### config.mk
export PLATFORM = sky130hd
export DESIGN_NAME = mem_bus_arb
export DESIGN_NICKNAME = d
export VERILOG_FILES = /design/src/rtl/mem_bus_arb_pkg.sv /design/src/rtl/mem_lane_merge.sv /design/src/rtl/mem_bus_arb.sv
export SDC_FILE = /design/constraint.sdc
export NUM_CORES = 1
export LEC_CHECK = 0
export ABC_CLOCK_PERIOD_IN_PS = 2000
export CORE_MARGIN = 4
export CORE_UTILIZATION = 39
export DETAILED_ROUTE_END_ITERATION = 10
export PLACE_DENSITY = 0.77
export SYNTH_ARGS = -nofsm -noshare
export SYNTH_HDL_FRONTEND = slang
export SYNTH_SLANG_ARGS = --single-unit
### constraint.sdc
create_clock -name clk -period 2 [get_ports clk]
set_clock_uncertainty 0.15 [all_clocks]
set_input_delay 0.4 -clock clk [delete_from_list [all_inputs] [get_ports clk]]
set_output_delay 0.4 -clock clk [all_outputs]
set_load 0.01 [all_outputs]
### src/rtl/mem_bus_arb_pkg.sv
// Shared encodings for the data/ifetch memory arbiter: access sizes, FSM states
// and bus constants, plus byte-lane helpers used by the store merge path.
package mem_bus_arb_pkg;

  localparam logic [1:0] SIZE_B = 2'b00;
  localparam logic [1:0] SIZE_H = 2'b01;
  localparam logic [1:0] SIZE_W = 2'b10;

  typedef enum logic [1:0] {
    ARB_IDLE = 2'b00,
    ARB_RD   = 2'b01,
    ARB_RMW  = 2'b10
  } arb_state_e;

  localparam logic        RIB_REQ      = 1'b1;
  localparam logic        RIB_NREQ     = 1'b0;
  localparam logic        WriteEnable  = 1'b1;
  localparam logic        WriteDisable = 1'b0;
  localparam logic        INT_ASSERT   = 1'b1;
  localparam logic [31:0] ZeroWord     = 32'h0000_0000;

  localparam logic OWNER_M0 = 1'b0;
  localparam logic OWNER_M1 = 1'b1;

  function automatic logic is_sub_word(input logic [1:0] size);
    return (size == SIZE_B) || (size == SIZE_H);
  endfunction

  // Size 2'b11 falls through to a full-word mask.
  function automatic logic [3:0] lane_mask(input logic [1:0] size, input logic [1:0] addr_lo);
    logic [3:0] mask;
    case (size)
      SIZE_B:  mask = 4'b0001 << addr_lo;
      SIZE_H:  mask = addr_lo[1] ? 4'b1100 : 4'b0011;
      default: mask = 4'b1111;
    endcase
    return mask;
  endfunction

endpackage

### src/rtl/mem_lane_merge.sv
// Combinational byte-lane merge: replaces the lanes selected by size/addr[1:0]
// in the old memory word with right-aligned store data.
module mem_lane_merge
  import mem_bus_arb_pkg::*;
(
  input  logic [31:0] old_word_i,
  input  logic [31:0] new_data_i,
  input  logic [1:0]  size_i,
  input  logic [1:0]  addr_lo_i,
  output logic [31:0] merged_o
);

  logic [31:0] rep_data;
  logic [3:0]  mask;

  // Replicate the store data so every candidate lane already holds it.
  always_comb begin
    case (size_i)
      SIZE_B:  rep_data = {4{new_data_i[7:0]}};
      SIZE_H:  rep_data = {2{new_data_i[15:0]}};
      default: rep_data = new_data_i;
    endcase
  end

  assign mask = lane_mask(size_i, addr_lo_i);

  generate
    for (genvar gi = 0; gi < 4; gi++) begin : g_lane
      assign merged_o[gi*8 +: 8] = mask[gi] ? rep_data[gi*8 +: 8] : old_word_i[gi*8 +: 8];
    end
  endgenerate

endmodule

### src/rtl/mem_bus_arb.sv
// Arbiter sharing one single-port memory between the mem stage (m0) and ifetch (m1).
// Sub-word stores become read-modify-write. Define MEM_BUS_ARB_RR_EN for round-robin ties.
module mem_bus_arb
  import mem_bus_arb_pkg::*;
#(
  parameter int ADDR_W = 32
) (
  input  logic              clk,
  input  logic              rst,
  input  logic              m0_req_i,
  input  logic              m0_we_i,
  input  logic [1:0]        m0_size_i,
  input  logic [ADDR_W-1:0] m0_addr_i,
  input  logic [31:0]       m0_wdata_i,
  output logic [31:0]       m0_rdata_o,
  output logic              m0_ack_o,
  input  logic              m1_req_i,
  input  logic [ADDR_W-1:0] m1_addr_i,
  output logic [31:0]       m1_rdata_o,
  output logic              m1_ack_o,
  input  logic              int_assert_i,
  output logic              s_req_o,
  output logic              s_we_o,
  output logic [ADDR_W-1:0] s_addr_o,
  output logic [31:0]       s_wdata_o,
  input  logic [31:0]       s_rdata_i,
  output logic              hold_o
);

  arb_state_e        state_q, state_d;
  logic              owner_q, owner_d;
  logic [ADDR_W-1:0] addr_q, addr_d;
  logic [1:0]        size_q, size_d;
  logic [31:0]       wdata_q, wdata_d;
  logic [31:0]       m0_rdata_q, m1_rdata_q;

  logic              m0_elig;
  logic              pick_m0, pick_m1;
  logic              grant_m0, grant_m1;
  logic              m0_rd_fwd, m1_rd_fwd;
  logic [ADDR_W-1:0] req_addr;
  logic [31:0]       merged_word;

  assign m0_elig = m0_req_i && (int_assert_i != INT_ASSERT);

`ifdef MEM_BUS_ARB_RR_EN
  // Set when m0 took the last grant, handing the next tie to m1.
  logic rr_ptr_q;

  assign pick_m0 = m0_elig && (!m1_req_i || !rr_ptr_q);
  assign pick_m1 = m1_req_i && !pick_m0;

  always_ff @(posedge clk) begin
    if (rst) begin
      rr_ptr_q <= 1'b0;
    end else if (grant_m0 || grant_m1) begin
      rr_ptr_q <= grant_m0;
    end
  end
`else
  assign pick_m0 = m0_elig;
  assign pick_m1 = m1_req_i && !m0_elig;
`endif

  mem_lane_merge u_merge (
    .old_word_i (s_rdata_i),
    .new_data_i (wdata_q),
    .size_i     (size_q),
    .addr_lo_i  (addr_q[1:0]),
    .merged_o   (merged_word)
  );

  // Everything is gated by rst so a reset cycle never issues a bus access or ack.
  always_comb begin
    state_d   = state_q;
    owner_d   = owner_q;
    addr_d    = addr_q;
    size_d    = size_q;
    wdata_d   = wdata_q;
    grant_m0  = 1'b0;
    grant_m1  = 1'b0;
    m0_rd_fwd = 1'b0;
    m1_rd_fwd = 1'b0;
    s_req_o   = RIB_NREQ;
    s_we_o    = WriteDisable;
    s_wdata_o = ZeroWord;
    req_addr  = addr_q;
    m0_ack_o  = 1'b0;
    m1_ack_o  = 1'b0;
    if (!rst) begin
      case (state_q)
        ARB_IDLE: begin
          if (pick_m0) begin
            grant_m0 = 1'b1;
            s_req_o  = RIB_REQ;
            req_addr = m0_addr_i;
            owner_d  = OWNER_M0;
            addr_d   = m0_addr_i;
            size_d   = m0_size_i;
            wdata_d  = m0_wdata_i;
            if (m0_we_i && !is_sub_word(m0_size_i)) begin
              s_we_o    = WriteEnable;
              s_wdata_o = m0_wdata_i;
              m0_ack_o  = 1'b1;
            end else if (m0_we_i) begin
              state_d = ARB_RMW;
            end else begin
              state_d = ARB_RD;
            end
          end else if (pick_m1) begin
            grant_m1 = 1'b1;
            s_req_o  = RIB_REQ;
            req_addr = m1_addr_i;
            owner_d  = OWNER_M1;
            addr_d   = m1_addr_i;
            state_d  = ARB_RD;
          end
        end
        ARB_RD: begin
          if (owner_q == OWNER_M1) begin
            m1_ack_o  = 1'b1;
            m1_rd_fwd = 1'b1;
          end else begin
            m0_ack_o  = 1'b1;
            m0_rd_fwd = 1'b1;
          end
          state_d = ARB_IDLE;
        end
        ARB_RMW: begin
          s_req_o   = RIB_REQ;
          s_we_o    = WriteEnable;
          s_wdata_o = merged_word;
          m0_ack_o  = 1'b1;
          state_d   = ARB_IDLE;
        end
        default: state_d = ARB_IDLE;
      endcase
    end
  end

  assign s_addr_o   = {req_addr[ADDR_W-1:2], 2'b00};
  assign m0_rdata_o = m0_rd_fwd ? s_rdata_i : m0_rdata_q;
  assign m1_rdata_o = m1_rd_fwd ? s_rdata_i : m1_rdata_q;
  assign hold_o     = !rst && m0_req_i && !m0_ack_o;

  always_ff @(posedge clk) begin
    if (rst) begin
      state_q    <= ARB_IDLE;
      owner_q    <= OWNER_M0;
      addr_q     <= '0;
      size_q     <= SIZE_W;
      wdata_q    <= ZeroWord;
      m0_rdata_q <= ZeroWord;
      m1_rdata_q <= ZeroWord;
    end else begin
      state_q <= state_d;
      owner_q <= owner_d;
      addr_q  <= addr_d;
      size_q  <= size_d;
      wdata_q <= wdata_d;
      if (m0_rd_fwd) m0_rdata_q <= s_rdata_i;
      if (m1_rd_fwd) m1_rdata_q <= s_rdata_i;
    end
  end

endmodule

# After elaboration in Yosys (flattened, before gate mapping)
# Cells that the tools add are included.
dict set report op_classes {
  n_reduce_logical 18
  n_shift 1
  muxes 39
  n_eq_ne 5
  bitwise 2
}
# operator n
set ops {}
lappend ops {{$mux 32} 9}
lappend ops {{$pmux 32 s2} 2}
lappend ops {{$mux 8} 4}
lappend ops {{$mux 1} 15}
lappend ops {{$mux 2} 4}
lappend ops {{$pmux 4 s2} 1}
lappend ops {{$eq 2x1->1 const B} 3}
lappend ops {{$logic_not 2->1} 3}
lappend ops {{$reduce_and 2->1} 3}
lappend ops {{$logic_and 1x1->1} 5}
lappend ops {{$logic_not 1->1} 4}
lappend ops {{$mux 4} 1}
lappend ops {{$pmux 1 s2} 2}
lappend ops {{$shl 1x2->4 const A} 1}
lappend ops {{$pmux 1 s3} 1}
lappend ops {{$eq 2x2->1 const B} 1}
lappend ops {{$ne 2x2->1 const B} 1}
lappend ops {{$not 1->1} 2}
lappend ops {{$reduce_bool 2->1} 1}
lappend ops {{$reduce_or 2->1} 1}
lappend ops {{$logic_or 1x1->1} 1}
dict set report totals {
  inputBits 136
  out_inout_bits 133
  elab_cells 72
  register_bits 133
}

# Depth between registers and ports, before layout
# Gate-level depths: netlist of the first run.
dict set report depth {
  word_depth 10
  ltp_mapped 7
  depth_no_buf 4
}

# Modules after synthesis
# From an unflattened synthesis of the first run, not the netlist that was laid out.
dict set report unflattened {
  cells_unflattened 747
  hier_area_um2 6824.0
}
# mod area_per_inst_um2 instances seq_area_each_um2 cells_each
set modules_own_cells {}
lappend modules_own_cells {mem_bus_arb 6058.3 1 2662.6 651}
lappend modules_own_cells {mem_lane_merge 765.7 1 0.0 96}

# Worst setup path before layout of the first run
# Ideal clock, no wire load.
dict set report synth_path {
  path_kind {input -> output}
  from {input rst}
  to {output s_wdata_o[19]}
  required_ns 1.450
  n_path_buf 3
  t_arrival_ns 1.601
  slack_ns -0.151
  stages 7
  path_cell_list {buf_4 > nor2_1 > and2_1 > buf_2 > buf_4 > o221ai_1 > o21ai_0}
}
dict set report synth_via {
  elab_chain_len 1
}
# element line_no
set synth_rtl {}
lappend synth_rtl {{start: declaration} mem_bus_arb.sv:9} ;# input logic rst,
lappend synth_rtl {{$mux 32} mem_bus_arb.sv:90} ;# if (!rst) begin
lappend synth_rtl {{end: declaration} mem_bus_arb.sv:25} ;# output logic [31:0] s_wdata_o,
# Every way passes these cells.

# Worst setup path after layout of the first run
dict set report layout_path {
  from {register state_q[1]}
  to {output s_wdata_o[17]}
}
dict set report layout_via {
  elab_chain_len 3
  elab_cells_between_ends 4
  cone_classes {eq/ne (1); mux (2); reduce/logical (1)}
}
# element line_no
set layout_rtl {}
lappend layout_rtl {{start: declaration} mem_bus_arb.sv:30} ;# arb_state_e state_q, state_d;
lappend layout_rtl {{start signal: assignment} mem_bus_arb.sv:156} ;# state_q <= state_d;
lappend layout_rtl {{$eq 2x2->1 or $logic_not 2->1 (tied branches)} mem_bus_arb.sv:91} ;# case (state_q)
lappend layout_rtl {{$pmux 32 s2 *} mem_bus_arb.sv:91}
lappend layout_rtl {{$mux 32 *} mem_bus_arb.sv:90}
# Every way passes the cells marked *; elsewhere a longest branch is shown, timed or not.

==> load_flow_metrics.sql, run 1 <==
INSERT INTO impl_metrics (metric_group, metric, value, unit) VALUES
('sta', 'setup_repair_after_global_routing_missed_its_margin', 'yes', ''),
('detailed_routing', 'met2WireLength', '16.2', 'mm'),
('yosys', 'synth_top_cells_by_area', 'sky130_fd_sc_hd__dfxtp_1 41%, sky130_fd_sc_hd__nand2_1 11%, sky130_fd_sc_hd__a21oi_1 7.5%, sky130_fd_sc_hd__mux2_1 6.5%, sky130_fd_sc_hd__mux2_2 4.5%', ''),
('yosys', 'synth_edf_count', '0', ''),
('yosys', 'synth_seq_cells', '133', ''),
('sta', 'normalized_max_slew_margin', '0.472', ''),
('placement', 'place.port_buffers', '266', ''),
('global_routing', 'initial_antenna_violation_count', '1', ''),
('detailed_routing', 'routed_length_per_instance', '22.7', 'µm'),
('detailed_routing', 'detail-route-antenna-nets', '0', ''),
('setup_path', 'crit_arrival', '2190', 'ps'),
('sta', 'timing.final.crit_share', '1.37', ''),
('detailed_routing', 'post-route-drc-count', '0', ''),
('final_layout', 'finish.cell_count_without_fillers', '1427', ''),
('placement', 'gpl.final_weighted_congestion', '0.917', ''),
('clock_network', 'cts_made_buffers', '17', ''),
('clock_network', 'cts_tree', 'yes', ''),
('sta', 'fin_ws', '-737', 'ps'),
('final_layout', 'area.growth.synth_to_final', '91.0', '%'),
('final_layout', 'layout.area.seq', '2670', 'µm²'),
('yosys', 'yosys_most_used_dff', 'sky130_fd_sc_hd__dfxtp_1', ''),
('sta', 'max_slew.worst_pin.slew', '792', 'ps'),
('final_layout', 'multiInputGateArea', '4270', 'µm²'),
('setup_path', 'worst-endpoint-required', '1450', 'ps'),
('yosys', 'yosysWarnings', '0', ''),
('die', 'die_width', '138', 'µm'),
('setup_path', 'regToRegEndpoint', 'm1_rdata_q[4]', ''),
('detailed_routing', 'via_count', '8176', ''),
('run_status', 'status', 'finished with violations', ''),
('yosys', 'synthesis.area_per_instance', '8.33', 'µm²'),
('clock_network', 'clock_insertion_delay_worst_skew', '430', 'ps'),
('setup_path', 'cp-start-kind', 'register', ''),
('sta', 'finalHoldViolations', '0', ''),
('sta', 'setup_viol_count_final', '130', ''),
('clock_network', 'htree_num_levels', '4', ''),
('setup_path', 'critPathMaxFanout', '6', ''),
('global_routing', 'grt_pass1_wl', '44.8', 'mm'),
('clock_network', 'clock_sink_count', '133', ''),
('sta', 'final_number_of_max_transition_violations', '0', ''),
('clock_network', 'clk_pin_slew', '70', 'ps'),
('clock_network', 'ctsRootBufferMaster', 'sky130_fd_sc_hd__clkbuf_16', ''),
('power', 'pwr_density_cell', '671', 'nW/µm²'),
('detailed_routing', 'top_layer_used', 'met5', ''),
('yosys', 'ys_seq_area_frac', '0.406', ''),
('setup_path', 'path_buf_inv', '5', ''),
('yosys', 'syn-instance-count', '786', ''),
('die', 'start_util', '0.396', ''),
('final_layout', 'drive_gt1_frac', '0.432', ''),
('detailed_routing', 'wl_met1', '11.6', 'mm'),
('run_status', 'failed_checks', 'negative setup slack', ''),
('detailed_routing', 'drt-total-wl', '32.4', 'mm'),
('yosys', 'post_synth_num_cell_types', '44', ''),
('final_layout', 'antenna-diode-count', '0', ''),
('placement', 'detailedPlacementHpwl', '17.6', 'mm'),
('min_path', 'hold_start', 'm0_rdata_q[20]', ''),
('clock_network', 'clockBufferDepth', '2', ''),
('detailed_routing', 'met3_wirelength', '2.96', 'mm'),
('job', 'max_cap_viol_count', '0', ''),
('yosys', 'asyncSetResetFlopFracSynth', '0', ''),
('die', 'coreArea', '16500', 'µm²'),
('yosys', 'synthDominantCellAreaShare', '0.406', ''),
('yosys', 'synth_largest_area_cell', 'sky130_fd_sc_hd__dfxtp_1', ''),
('global_routing', 'first_global_vias', '8089', ''),
('die', 'floorplan.rows', '47', ''),
('setup_path', 'timing.critical_path.slowest_cell_delay', '340', 'ps'),
('final_layout', 'post-route-util', '0.757', ''),
('power', 'vdd_drop_max', '0.635', 'mV'),
('sta', 'fmaxAchievable', '365', 'MHz'),
('min_path', 'worstHoldEndpoint', 'm0_rdata_q[20]', ''),
('die', 'die_area', '18900', 'µm²'),
('detailed_routing', 'drtPass1Iterations', '5', '');
==> worst min-delay path, cell delays in order (launching register included) <==
cell                      delay [ps]
sky130_fd_sc_hd__dfxtp_1         310
sky130_fd_sc_hd__nand2_1          50
sky130_fd_sc_hd__a21oi_1          50
==> layout by cell type (no fill, tap or decap), drive strengths merged, types with 7 or more instances in the layout <==
cell and count:
buf 322, nand2 184, dfxtp 133, clkdlybuf4s50 129
a21oi 99, mux2 64, and2 34, o21ai 31
a22oi 30, o2bb2ai 30, nor2 21, clkbuf 20
o22ai 13, or3 9, o221ai 8, and3 8
a32o 8, a221o 7
==> per-stage QoR <==
step                      power [µW]  setup WS (ps)  cell area [µm²]  setup TNS (ps)
after global placement          4450           -993            10100         -103280
after global routing            8640           -782            12500          -85120
after CTS                       8200           -764            12200          -82960
after detailed placement        4480          -1030            10100         -105440
after floorplan                 3550           -118             6600           -3650
final                           8400           -737            12500          -78810
==> worst max path at each step <==
stage	startpoint	end	slack, ps	cells after the start
5_1_grt	state_q[1]	s_wdata_o[8]	-780	9
4_1_cts	state_q[0]	m0_rdata_o[21]	-760	8
3_3_place_gp	int_assert_i	s_wdata_o[31]	-990	6
3_5_place_dp	int_assert_i	s_wdata_o[31]	-1030	6
6_report	state_q[1]	s_wdata_o[17]	-740	9
2_1_floorplan	state_q[1]	m0_rdata_o[12]	-120	6
==> state kept, by name, summed over array words and instances, names as in the netlist, named ones only <==
name	flops
m0_rdata_q	32
m1_rdata_q	32
wdata_q	32
addr_q	30
size_q	2
state_q	2
owner_q	1
==> power breakdown <==
| group | internal (µW) | switching [µW] |
|---|---|---|
| logic | 1120 | 950 |
| registers | 2780 | 88.4 |
| clock network | 2130 | 1330 |
| total | 6030 | 2370 |
==> cell families (layout without fill, tap and decap cells) <==
| kind of cell | after synthesis | after routing | synth area share |
|---|---|---|---|
| AO/OA/AOI/OAI | 241 | 241 | 0.240 |
| other | 1 | 2 | 0.000572 |
| flip-flops | 133 | 133 | 0.406 |
| AND/OR/NAND/NOR | 273 | 273 | 0.187 |
| multiplexers | 65 | 65 | 0.112 |
| buffers and inverters | 73 | 493 | 0.0540 |
==> routing by layer <==
| metal | up-vias | track usage |
|---|---|---|
| li1 | 3625 | - |
| met1 | 3905 | 0.338 |
| met2 | 510 | 0.549 |
| met3 | 134 | 0.101 |
| met4 | 2 | 0.165 |
| met5 | - | 0 |
==> cell type report <==
type | instances | area share
clock buffers | 18 | 0.0351
clock inverters | 14 | 0.0159
inverters | 4 | 0.00120
multi-input cells | 581 | 0.341
flip-flops and latches | 133 | 0.213
well taps | 220 | 0.0220
repair buffers | 457 | 0.372
==> what timing repair did <==
item                                    4_1_cts  5_1_grt
pin swaps                                    38       54
buffers inserted                             54       34
endpoints found under the setup margin      131      171
gates cloned                                 19        2
gates resized for setup                     800       97
No activity file was read; power rests on OpenSTA's default activity.
==> run 2: changes to the inputs <==
--- a/config.mk
+++ b/config.mk
@@ -5,9 +5,10 @@
 export SDC_FILE = /design/constraint.sdc
 export NUM_CORES = 1
 export LEC_CHECK = 0
+export ABC_AREA = 1
 export ABC_CLOCK_PERIOD_IN_PS = 2000
 export CORE_MARGIN = 4
-export CORE_UTILIZATION = 39
+export CORE_UTILIZATION = 41
 export DETAILED_ROUTE_END_ITERATION = 10
 export PLACE_DENSITY = 0.77
 export SYNTH_ARGS = -nofsm -noshare
==> load_flow_metrics.sql, run 2 <==
INSERT INTO impl_metrics (metric_group, metric, value, unit) VALUES
('placement', 'gpl.final_weighted_congestion', '0.936', ''),
('power', 'power.share.clock', '0.362', ''),
('detailed_routing', 'drtPass1Iterations', '5', ''),
('die', 'chipHeight', '142', 'µm'),
('yosys', 'synth_top_cells_by_area', 'sky130_fd_sc_hd__dfxtp_1 36%, sky130_fd_sc_hd__nand2_1 17%, sky130_fd_sc_hd__nand3_1 10%, sky130_fd_sc_hd__inv_1 8.1%, sky130_fd_sc_hd__nor2_1 4.4%', ''),
('setup_path', 'critPathMaxFanout', '8', ''),
('setup_path', 'critical_path_class', 'register to output pin', ''),
('die', 'ioPinCount', '269', ''),
('sta', 'final_number_of_max_transition_violations', '0', ''),
('sta', 'timing.final.crit_share', '1.33', ''),
('clock_network', 'cts_made_buffers', '17', ''),
('detailed_routing', 'drt-vias-per-instance', '5.60', ''),
('yosys', 'synthDominantCellAreaShare', '0.360', ''),
('sta', 'fin_ws', '-661', 'ps'),
('power', 'internal-power', '6040', 'µW'),
('die', 'die_width', '142', 'µm'),
('yosys', 'asyncSetResetFlopFracSynth', '0', ''),
('power', 'combinational_cell_fraction_of_total_power', '0.315', ''),
('power', 'power.share.sequential', '0.323', ''),
('final_layout', 'fillCellCount', '921', ''),
('yosys', 'syn-instance-count', '1174', ''),
('power', 'pwr_density_cell', '610', 'nW/µm²'),
('detailed_routing', 'post-route-drc-count', '0', ''),
('yosys', 'synth_seq_cells', '133', ''),
('clock_network', 'clock_sink_count', '133', ''),
('sta', 'setup_viol_count_final', '131', ''),
('yosys', 'yosys_most_used_dff', 'sky130_fd_sc_hd__dfxtp_1', ''),
('global_routing', 'overflow', '0', ''),
('power', 'vdd_drop_max', '0.659', 'mV'),
('die', 'start_util', '0.423', ''),
('global_routing', 'grt_util_all_layers', '0.289', ''),
('yosys', 'ys_seq_area_frac', '0.360', ''),
('yosys', 'synth_largest_area_cell', 'sky130_fd_sc_hd__dfxtp_1', ''),
('detailed_routing', 'routed_length_per_instance', '21.1', 'µm'),
('clock_network', 'clock_insertion_delay_worst_skew', '420', 'ps'),
('run_status', 'status', 'finished with violations', ''),
('global_routing', 'grt_start_max_net_pins', '76', ''),
('placement', 'dpl.cell_count', '1763', ''),
('clock_network', 'cts_tree', 'yes', ''),
('sta', 'setup_repair_after_global_routing_missed_its_margin', 'yes', ''),
('sta', 'finalHoldViolations', '0', ''),
('die', 'die_area', '20300', 'µm²'),
('yosys', 'post_synth_design_cell_area', '7400', 'µm²'),
('clock_network', 'clockBufferDepth', '2', ''),
('power', 'switching_power', '2840', 'µW'),
('yosys', 'synth_top_cells_by_count', '342 x sky130_fd_sc_hd__nand2_1, 160 x sky130_fd_sc_hd__inv_1, 150 x sky130_fd_sc_hd__nand3_1', ''),
('yosys', 'fraction_of_the_mapped_netlist_area_in_adder_cells', '0', ''),
('power', 'power.leakage', '0.00734', 'µW'),
('clock_network', 'clk_pin_slew', '60', 'ps'),
('detailed_routing', 'iteration_0_drc_markers', '1222', ''),
('yosys', 'synthesis.area_per_instance', '6.30', 'µm²'),
('global_routing', 'initial_antenna_violation_count', '1', ''),
('global_routing', 'first_global_vias', '9030', ''),
('die', 'coreArea', '17500', 'µm²'),
('detailed_routing', 'via_count', '10761', ''),
('yosys', 'fraction_of_synthesized_area_in_multiplexers', '0', ''),
('sta', 'finalWorstPathRequiredPeriod', '2660', 'ps'),
('power', 'totalPowerFinal', '8880', 'µW'),
('detailed_routing', 'detail-route-antenna-nets', '0', ''),
('sta', 'worst_hold_slack', '215', 'ps'),
('yosys', 'synthesized_area_fraction_occupied_by_ao_oa_aoi_and_oai_cells', '0.121', ''),
('yosys', 'dominant_combinational_cell_family_by_area_after_synthesis', 'simple AND/OR/NAND/NOR gates', ''),
('setup_path', 'worst-endpoint-required', '1450', 'ps'),
('clock_network', 'ctsRootBufferMaster', 'sky130_fd_sc_hd__clkbuf_16', ''),
('setup_path', 'crit_arrival', '2110', 'ps'),
('yosys', 'yosysWarnings', '0', ''),
('yosys', 'post_synth_and_or_nand_nor_area_fraction', '0.381', ''),
('yosys', 'post_synth_num_cell_types', '32', ''),
('yosys', 'yosysMostFrequentCell', 'sky130_fd_sc_hd__nand2_1', ''),
('final_layout', 'drive_gt1_frac', '0.455', ''),
('power', 'switching_share', '0.320', ''),
('setup_path', 'worstSetupEndpointType', 'output pin', ''),
('sta', 'fmaxAchievable', '376', 'MHz'),
('yosys', 'synth_edf_count', '0', ''),
('final_layout', 'layout.cells.most_common_list', '261 x sky130_fd_sc_hd__nand2_1, 198 x sky130_fd_sc_hd__buf_4, 140 x sky130_fd_sc_hd__inv_1', ''),
('final_layout', 'finish.cell_count_without_fillers', '1921', ''),
('placement', 'place.port_buffers', '266', ''),
('detailed_routing', 'drt-total-wl', '40.5', 'mm'),
('final_layout', 'layout_commonest_cell', 'sky130_fd_sc_hd__nand2_1', ''),
('final_layout', 'design.final.nets', '1819', ''),
('run_status', 'failed_checks', 'negative setup slack', ''),
('placement', 'detailedPlacementHpwl', '19.1', 'mm'),
('clock_network', 'htree_num_levels', '4', ''),
('setup_path', 'cp-start-kind', 'register', ''),
('min_path', 'hold_removal_path_class', 'primary input to register', ''),
('yosys', 'post_synthesis_xor_xnor_area_fraction', '0', ''),
('die', 'floorplan.rows', '48', ''),
('global_routing', 'grt_pass1_wl', '46.7', 'mm'),
('final_layout', 'area.growth.synth_to_final', '96.8', '%'),
('final_layout', 'biggest_registers_after_layout', 'm0_rdata_q x32, m1_rdata_q x32, wdata_q x32', ''),
('job', 'max_cap_viol_count', '0', '');
-- run 2: repair_timing --
item                       4_1_cts  5_1_grt
setup endpoints to repair      131      133
hold buffers                     0        0
buffers inserted                59       61
gates cloned                    13       10
resized for setup              505      450
pin swaps                       40       63
-- run 2: metal layers --
metal	global-route usage	up-vias	wire, µm
li1	-	4672	-
met1	0.366	4964	14000
met2	0.489	853	19000
met3	0.0528	272	4310
met4	0.115	0	3230
met5	0	-	0
-- run 2: cell families (layout without fill, tap and decap cells) --
logic type,Yosys count,after routing
simple gates,645,645
other cells,1,3
compound gates,158,158
buf+inv,237,757
flops,133,133
-- run 2: power by group through the flow --
stage	sequential, µW	combinational (µW)	clock [µW]
floorplan	2900	862	0
global placement	2900	1980	0
detailed placement	2910	2000	0
CTS	2850	2200	3160
global route	2880	2920	3320
finish	2870	2800	3220
-- run 2: final timing paths --
kind              startpoint        endpoint  slack (ps)  depth (start not counted)
setup / recovery  state_q[0]  m1_rdata_o[20]        -660                         11
hold / removal       m0_we_i      state_q[1]         220                          3
setup reg to reg  state_q[0]  m0_rdata_q[31]          30                         11
hold reg to reg   wdata_q[4]      wdata_q[4]         310                          2
-- run 2: critical path, stage by stage (launching register included) --
cell                      delay, ps
sky130_fd_sc_hd__dfxtp_2        340
sky130_fd_sc_hd__inv_2           80
sky130_fd_sc_hd__nor2_4          50
sky130_fd_sc_hd__buf_6          120
sky130_fd_sc_hd__nand2_8         90
sky130_fd_sc_hd__buf_12         160
sky130_fd_sc_hd__inv_8           60
sky130_fd_sc_hd__buf_4          140
sky130_fd_sc_hd__or2_0          220
sky130_fd_sc_hd__o21ai_1        160
sky130_fd_sc_hd__inv_1          120
sky130_fd_sc_hd__buf_6          140
-- run 2: stage by stage --
| stage | setup TNS, ps | cell area [µm²] | setup WS [ps] | util |
|---|---|---|---|---|
| floorplan | 0 | 7400 | 194 | - |
| global placement | -79270 | 11400 | -866 | 0.653 |
| detailed placement | -82310 | 11400 | -890 | 0.653 |
| CTS | -64160 | 12900 | -733 | 0.740 |
| global route | -66980 | 14600 | -697 | 0.833 |
| finish | -60340 | 14600 | -661 | 0.833 |
-- run 2: layout make-up --
cell class / count / area [µm²] / share of cell area
Multi-Input combinational cell: 805 / 5030 / 0.345
Sequential cell: 133 / 2670 / 0.183
Inverter: 169 / 662 / 0.0454
Tap cell: 225 / 282 / 0.0193
Timing Repair Buffer: 554 / 5300 / 0.364
Clock buffer: 19 / 453 / 0.0311
Clock inverter: 12 / 130 / 0.00893
Antenna cell: 1 / 2.50 / 0.000172
Timing Repair inverter: 3 / 38.8 / 0.00266
==> run 3: changes to the inputs <==
--- a/config.mk
+++ b/config.mk
@@ -6,11 +6,12 @@
 export NUM_CORES = 1
 export LEC_CHECK = 0
 export ABC_AREA = 1
-export ABC_CLOCK_PERIOD_IN_PS = 2000
+export ABC_CLOCK_PERIOD_IN_PS = 2300
 export CORE_MARGIN = 4
 export CORE_UTILIZATION = 41
 export DETAILED_ROUTE_END_ITERATION = 10
 export PLACE_DENSITY = 0.77
+export SKIP_LAST_GASP = 1
 export SYNTH_ARGS = -nofsm -noshare
 export SYNTH_HDL_FRONTEND = slang
 export SYNTH_SLANG_ARGS = --single-unit
==> constraint.sdc (replaced) <==
create_clock -name clk -period 2.3 [get_ports clk]
set_clock_uncertainty 0.15 [all_clocks]
set_input_delay 0.46 -clock clk [delete_from_list [all_inputs] [get_ports clk]]
set_output_delay 0.46 -clock clk [all_outputs]
set_load 0.01 [all_outputs]
==> load_flow_metrics.sql, run 3 (synthesized netlist as in run 2, its figures left out) <==
INSERT INTO impl_metrics (metric_group, metric, value, unit) VALUES
('sta', 'finalHoldViolations', '0', ''),
('clock_network', 'htree_num_levels', '4', ''),
('power', 'vdd_drop_max', '0.471', 'mV'),
('global_routing', 'grt_pass1_wl', '44.9', 'mm'),
('min_path', 'worstHoldEndpoint', 'state_q[1]', ''),
('detailed_routing', 'post-route-drc-count', '0', ''),
('final_layout', 'layout.area.seq', '2670', 'µm²'),
('final_layout', 'area.growth.synth_to_final', '88.3', '%'),
('global_routing', 'grt_util_all_layers', '0.277', ''),
('setup_path', 'crit_arrival', '2090', 'ps'),
('final_layout', 'drive_gt1_frac', '0.360', ''),
('final_layout', 'layout.cells.most_common_list', '282 x sky130_fd_sc_hd__nand2_1, 186 x sky130_fd_sc_hd__buf_4, 176 x sky130_fd_sc_hd__clkdlybuf4s50_1', ''),
('power', 'pwr_density_cell', '543', 'nW/µm²'),
('detailed_routing', 'routed_length_per_instance', '17.5', 'µm'),
('setup_path', 'regToRegEndpoint', 'addr_q[26]', ''),
('setup_path', 'setup.reg_to_reg.worst_slack', '-180', 'ps'),
('setup_path', 'rr_startpoint', 'state_q[0]', ''),
('sta', 'finalWorstPathRequiredPeriod', '2700', 'ps'),
('clock_network', 'clk_pin_slew', '60', 'ps'),
('die', 'start_util', '0.423', ''),
('final_layout', 'post-route-util', '0.798', ''),
('setup_path', 'critPathSlowestCell', 'sky130_fd_sc_hd__clkdlybuf4s50_1', ''),
('die', 'die_area', '20300', 'µm²'),
('placement', 'place.port_buffers', '266', ''),
('clock_network', 'clockBufferDepth', '2', ''),
('clock_network', 'clock_sink_count', '133', ''),
('die', 'chipHeight', '142', 'µm'),
('die', 'die_width', '142', 'µm'),
('sta', 'normalized_max_slew_margin', '0.657', ''),
('final_layout', 'layout_commonest_cell', 'sky130_fd_sc_hd__nand2_1', ''),
('min_path', 'hold-path-cell-count', '3', ''),
('detailed_routing', 'drt-vias-per-instance', '5.15', ''),
('setup_path', 'critical_path_class', 'register to output pin', ''),
('sta', 'fmaxAchievable', '370', 'MHz'),
('setup_path', 'critPathMaxFanout', '55', ''),
('sta', 'timing.final.crit_share', '1.17', ''),
('placement', 'dpl_worst_slack', '-729', 'ps'),
('job', 'max_cap_viol_count', '0', ''),
('min_path', 'hold_start', 'm0_we_i', ''),
('setup_path', 'worst-endpoint-required', '1690', 'ps'),
('detailed_routing', 'drtPass1Iterations', '5', ''),
('sta', 'max_slew.worst_pin.slew', '515', 'ps'),
('detailed_routing', 'detail-route-antenna-nets', '0', ''),
('sta', 'fin_ws', '-401', 'ps'),
('detailed_routing', 'drt-total-wl', '32.9', 'mm'),
('die', 'floorplan.rows', '48', ''),
('sta', 'setup_repair_after_global_routing_missed_its_margin', 'yes', ''),
('die', 'coreArea', '17500', 'µm²'),
('run_status', 'failed_checks', 'negative setup slack', ''),
('detailed_routing', 'iteration_0_drc_markers', '681', ''),
('power', 'power.leakage', '0.00717', 'µW'),
('die', 'ioPinCount', '269', ''),
('global_routing', 'first_global_vias', '8696', ''),
('setup_path', 'timing.reg2reg.worst_path_depth', '19', ''),
('detailed_routing', 'via_count', '9672', ''),
('run_status', 'status', 'finished with violations', ''),
('clock_network', 'ctsRootBufferMaster', 'sky130_fd_sc_hd__clkbuf_16', ''),
('setup_path', 'cp-start-kind', 'register', ''),
('sta', 'setup_viol_count_final', '126', ''),
('power', 'totalPowerFinal', '7570', 'µW'),
('final_layout', 'biggest_registers_after_layout', 'm0_rdata_q x32, m1_rdata_q x32, wdata_q x32', ''),
('placement', 'gpl.final_weighted_congestion', '0.913', ''),
('clock_network', 'clock_insertion_delay_worst_skew', '420', 'ps'),
('final_layout', 'multiInputGateArea', '4700', 'µm²'),
('final_layout', 'fillCellCount', '1104', ''),
('min_path', 'hold_removal_path_class', 'primary input to register', ''),
('setup_path', 'timing.critical_path.slowest_cell_delay', '530', 'ps'),
('sta', 'final_number_of_max_transition_violations', '0', ''),
('global_routing', 'initial_antenna_violation_count', '2', ''),
('global_routing', 'grt_start_max_net_pins', '92', ''),
('clock_network', 'cts_made_buffers', '17', ''),
('setup_path', 'worstSetupEndpointType', 'output pin', ''),
('clock_network', 'cts_tree', 'yes', ''),
('placement', 'detailedPlacementHpwl', '19.0', 'mm'),
('setup_path', 'crit_path_cell_trace', 'inv_2 > nor2_4 > nand3_4 > buf_12 > nand2_1 > o21ai_1 > inv_1 > clkdlybuf4s50_1', ''),
('final_layout', 'design.final.nets', '1775', ''),
('global_routing', 'overflow', '0', ''),
('sta', 'worst_hold_slack', '235', 'ps'),
('clock_network', 'cts.hold.buffers_added', '0', '');
## run 3: changes by cell type in the layout (fill, tap and decap cells not counted), sizes merged
cell and change:
buf -77, bufbuf -1, clkbuf -21, clkdlybuf4s15 -5
clkdlybuf4s50 +46, clkinv -4, clkinvlp +1, diode +1
dlygate4sd2 +4, dlymetal6s2s +11, inv +3
## run 3: final cells by class
type,instances,share of cell area
tap,225,0.0202
sequential,133,0.192
multi-input combinational,805,0.337
clock inverter,14,0.0118
timing repair buffer,512,0.359
antenna,2,0.000359
clock buffer,18,0.0315
timing repair inverter,1,0.000808
inverter,169,0.0477
## run 3: timing repair
item | in CTS | in global routing
gates resized for setup | 356 | 257
setup endpoints to repair | 131 | 133
cloned | 10 | 5
buffers inserted | 58 | 25
pin swaps | 44 | 61
## run 3: worst max path at each step
stage                    start              to  slack, ps
finish              state_q[0]  m0_rdata_o[12]       -400
global route           owner_q  m0_rdata_o[22]       -500
CTS                 state_q[0]  m1_rdata_o[12]       -390
detailed placement    m0_req_i   s_wdata_o[13]       -730
global placement      m0_req_i   s_wdata_o[13]       -700
floorplan              m0_we_i   s_wdata_o[15]        370
## run 3: worst max-delay path, delay by kind of cell (launching register included)
| kind | cells | cell delay, ps |
|---|---|---|
| AO/OA/AOI/OAI | 1 | 80 |
| flip-flops | 1 | 330 |
| buffers and inverters | 4 | 840 |
| AND/OR/NAND/NOR | 3 | 350 |
## run 3: power breakdown
part           switching (µW)  internal, µW  leakage, µW
registers                69.1          2430      0.00109
logic                    1110          1150      0.00580
clock network            1160          1650     0.000286
## run 3: metrics by stage
step / cells / setup TNS, ps / cell area [µm²]
after floorplan: 1175 / 0 / 7400
after global routing: 1879 / -41580 / 13900
after CTS: 1855 / -36250 / 12700
after global placement: 1755 / -53210 / 11300
after detailed placement: 1755 / -56220 / 11300
final: 1879 / -31820 / 13900
## run 3: layer usage
layer	vias up	share of wire	global-route usage
li1	4587	-	-
met1	4502	0.38	0.359
met2	477	0.49	0.468
met3	106	0.080	0.0467
met4	0	0.044	0.0965
met5	-	0	0
